### src/rtl/prio_pkg.sv
// Shared types and limits for the sticky-pending priority encoder.
package prio_pkg;

  typedef enum logic {
    IDLE  = 1'b0,
    OFFER = 1'b1
  } state_t;

  localparam int unsigned PRIO_MIN_N = 2;
  localparam int unsigned PRIO_MAX_N = 64;

endpackage

### src/rtl/prio_find_msb.sv
// Combinational highest-set-bit finder: index of the top set bit plus a found flag.
module prio_find_msb #(
  parameter  int unsigned N = 8,
  localparam int unsigned W = $clog2(N)
) (
  input  logic [N-1:0] vec,
  output logic [W-1:0] idx,
  output logic         found
);

  // Ascending scan; later (higher) hits overwrite earlier ones.
  always_comb begin
    idx   = '0;
    found = 1'b0;
    for (int unsigned i = 0; i < N; i++) begin
      if (vec[i]) begin
        idx   = W'(i);
        found = 1'b1;
      end
    end
  end

endmodule

### src/rtl/prio_enc_pending.sv
// Sticky-pending priority encoder with valid/ready offer of the highest pending index.
// Optional PRIO_MASK_EN adds a mask input that excludes bits from selection only.
module prio_enc_pending
  import prio_pkg::*;
#(
  parameter  int unsigned N = 8,
  localparam int unsigned W = $clog2(N)
) (
  input  logic         clk,
  input  logic         rst,
  input  logic         en,
  input  logic [N-1:0] req,
`ifdef PRIO_MASK_EN
  input  logic [N-1:0] mask,
`endif
  output logic         valid,
  output logic [W-1:0] idx,
  input  logic         ready,
  output logic [N-1:0] pending,
  output logic         overflow
);

  generate
    if (N < PRIO_MIN_N || N > PRIO_MAX_N) begin : g_bad_n
      $error("prio_enc_pending: N out of supported range");
    end
  endgenerate

  state_t       state;
  logic [N-1:0] clr;
  logic [N-1:0] cand;
  logic [N-1:0] sel;
  logic [W-1:0] msb_idx;
  logic         msb_found;

  // cand equals pending outside an accept, so one finder serves both the
  // fresh offer from IDLE and the back-to-back successor on acceptance.
  always_comb begin
    clr = '0;
    if (valid && ready) clr[idx] = 1'b1;
    cand = pending & ~clr;
`ifdef PRIO_MASK_EN
    sel = cand & ~mask;
`else
    sel = cand;
`endif
  end

  prio_find_msb #(.N(N)) u_find_msb (
    .vec   (sel),
    .idx   (msb_idx),
    .found (msb_found)
  );

  always_ff @(posedge clk or posedge rst) begin
    if (rst) begin
      state    <= IDLE;
      valid    <= 1'b0;
      idx      <= '0;
      pending  <= '0;
      overflow <= 1'b0;
    end else begin
      pending  <= cand | req;
      overflow <= |(req & cand);
      case (state)
        IDLE: begin
          if (en && msb_found) begin
            state <= OFFER;
            valid <= 1'b1;
            idx   <= msb_idx;
          end
        end
        OFFER: begin
          if (ready) begin
            if (en && msb_found) begin
              idx <= msb_idx;
            end else begin
              state <= IDLE;
              valid <= 1'b0;
              idx   <= '0;
            end
          end
        end
        default: begin
          state <= IDLE;
          valid <= 1'b0;
          idx   <= '0;
        end
      endcase
    end
  end

endmodule

### config.mk
export PLATFORM = sky130hd
export DESIGN_NAME = prio_enc_pending
export DESIGN_NICKNAME = d
export VERILOG_FILES = /design/src/rtl/prio_pkg.sv /design/src/rtl/prio_find_msb.sv /design/src/rtl/prio_enc_pending.sv
export SDC_FILE = /design/constraint.sdc
export NUM_CORES = 1
export LEC_CHECK = 0
export ABC_AREA = 0
export BUFFER_PORTS_ARGS = -buffer_cell sky130_fd_sc_hd__buf_2
export CAP_MARGIN = 10
export CORE_MARGIN = 2
export CORE_UTILIZATION = 25
export DETAILED_ROUTE_END_ITERATION = 12
export SETUP_SLACK_MARGIN = 0.15
export SLEW_MARGIN = 0
export SYNTH_ARGS = -nofsm -noshare
export SYNTH_HDL_FRONTEND = slang
export SYNTH_SLANG_ARGS = --single-unit
### constraint.sdc
create_clock -name clk -period 1.6 [get_ports clk]
set_input_delay 0.32 -clock clk [delete_from_list [all_inputs] [get_ports clk]]
set_output_delay 0.32 -clock clk [all_outputs]
set_load 0.05 [all_outputs]
==> reports/metrics.csv <==
metric,value,unit
outcome,"finished, violations left",
violations,negative setup slack,
tightest_slew,554.6,ps
clk_latency,290,ps
io_pins,25,
drc,0,
period_needed,1620,ps
maxCapViolCount,0,
final_cells,147,
place_hpwl,1562,um
worstPathCellList,or3b_4 > o21ai_2 > and4_4 > a21o_4 > a31o_1,
crit_arrival,1850,ps
clock_sink_count,14,
required,1830,ps
synth_cells,77,
synth_top_area_frac,0.4502,
gp_congestion,0.8447,
initial_utilization,0.2592,
cts_buffers,3,
yosysUniqueCellTypes,30,
grt_usage,0.1302,
post-place-ws,-40.57,ps
via_per_inst,5.075,
antenna_found_initial,0,
drtIter0Drc,34,
clockBufferDepth,2,
avgSynthCellArea,10.11,um^2
crit_slowest_cell,dfrtp_2,
ys_warn_count,0,
portBuffers,24,
clk_pin_slew_worst_paths,90,ps
fin_util,0.3600,
finalWorstSetupSlack,-19.54,ps
drtPass1Iterations,4,
die_x,59.80,um
cts_root_buf,clkbuf_4,
num_rows,20,
hold_viol_final,0,
synth_fp_nets,89,
grt_start_max_net_pins,15,
grt_overflow_total,0,
p_per_area,892.4,nW/um^2
power,964.7,uW
drive_gt1_frac,0.5175,
yosys.area.top_type,dfrtp_1,
p_leak,0.0004260,uW
die_area,3575,um^2
r2r_cells,5,
fillers,332,
place_inst,140,
area_growth,38.91,%
drtAntennaViolNets,0,
synth_area_leaders,"dfrtp_1, nand2b_1, a22oi_1, o21a_1, inv_1",
worstSetupStartpointType,flop,
ys_ff_latch,14,
wire_per_inst,13.59,um
critPathMaxStageDelay,440,ps
first_global_vias,730,
crit_type,flop to flop,
hold_path_class,primary input to asynchronous set/reset pin,
crit_fanout,4,
die_h,59.80,um
yosysSeqAreaShare,0.4502,
final_nets,127,
drt-total-wl,1997,um
crit_path_end_kind,flop,
finalMaxSlewViolations,0,
cts_tree,yes,
core,3003,um^2
syn_area,778.2,um^2
ctsHtreeMaxLevel,1,
relSlewSlack,0.6298,
vias,746,
vdd_drop_max,317.2,uV
diodes,0,
fin_crit_sh,1.012,
setup_viol,3,
grt_first_pass_wirelength,3450,um
max_freq,617.5,MHz
rsz0062_at_grt,yes,
finClkSkew,4.966,ps
==> final timing paths <==
check	startpoint	endpoint	slack, ps
hold / removal	rst	pending[0]	70
min in group clk	req[6]	pending[6]	240
max in group asynchronous	rst	idx[2]	1140
hold reg to reg	pending[4]	pending[4]	550
setup / recovery	idx[1]	idx[2]	-20
setup reg to reg	idx[1]	idx[2]	-20
==> cells in the final DEF (no fill, tap or decap), types with 3 or more instances in the layout <==
cell | Yosys | final
clkbuf_4 | 0 | 3
buf_4 | 0 | 9
o21ai_2 | 3 | 6
dfrtp_1 | 14 | 10
o21a_1 | 4 | 4
buf_2 | 0 | 24
nand2b_1 | 8 | 8
inv_1 | 7 | 6
dfrtp_2 | 0 | 4
==> where the power goes <==
group | switching (uW) | internal (uW) | total, uW
Combinational | 189 | 109 | 298
Sequential | 28.3 | 380 | 408
Clock | 120 | 139 | 258
==> logic make-up (layout without fill, tap and decap cells) <==
| family | after synthesis | after routing | share of synthesized area |
|---|---|---|---|
| AND/OR/NAND/NOR | 26 | 26 | 0.2187 |
| flip-flops | 14 | 14 | 0.4502 |
| AO/OA/AOI/OAI | 30 | 30 | 0.2974 |
| buffers and inverters | 7 | 44 | 0.03377 |
==> layer usage <==
layer / vias to the layer above / routed length, um / global-route usage
met4: 0 / 20 / 0.03810
li1: 362 / - / -
met3: 5 / 161 / 0.04545
met1: 354 / 904 / 0.1691
met2: 25 / 910 / 0.2034
met5: - / 0 / 0
==> through the flow <==
stage               hold WS (ps)  setup TNS (ps)  cell area (um^2)
floorplan                  208.9          -351.4             783.3
finish                     65.40          -27.94              1081
CTS                        81.44          -93.31              1059
detailed placement         399.9          -129.1             989.7
global route               108.9          -372.8              1081
global placement           396.9               0             989.7
==> synth_stat cells <==
cell	n
a211oi_1	2
a21o_4	1
a21oi_1	1
a22o_1	1
a22oi_1	4
a2bb2oi_1	1
a31o_1	1
a31oi_1	2
and2_1	1
and3_1	1
and4_4	2
dfrtp_1	14
inv_1	7
nand2_1	2
nand2_2	1
nand2b_1	8
nand2b_2	1
nand3_1	2
nand3b_1	2
nand4_1	2
nor2_1	2
nor2b_1	1
o211ai_1	1
o21a_1	4
o21ai_0	1
o21ai_1	4
o21ai_2	3
o21ai_4	1
o31ai_1	3
or3b_4	1
==> what timing repair did <==
| item | CTS | global route |
|---|---|---|
| gates resized for setup | 3 | 6 |
| setup buffers | 3 | 0 |
| setup endpoints to repair | 6 | 6 |
| hold buffers | 0 | 0 |
| pin swaps | 6 | 2 |
==> state kept, by name, summed over array words and instances, names as in the netlist <==
register,cells
pending,8
idx,3
overflow,1
state,1
valid,1
==> area by class of cell <==
| cell class | instances | area, um^2 | share of cell area |
|---|---|---|---|
| inverters | 7 | 26.28 | 0.02431 |
| multi-input cells | 56 | 434.2 | 0.4016 |
| flip-flops and latches | 14 | 355.3 | 0.3287 |
| well taps | 33 | 41.29 | 0.03819 |
| clock buffers | 4 | 36.28 | 0.03356 |
| repair buffers | 33 | 187.7 | 0.1736 |
==> worst max-delay path, delay by kind of cell, from the launching register on <==
kind	cells	cell delay, ps
compound gates	3	420
flops	1	440
simple gates	2	700
(Power assumes the default switching activity.)
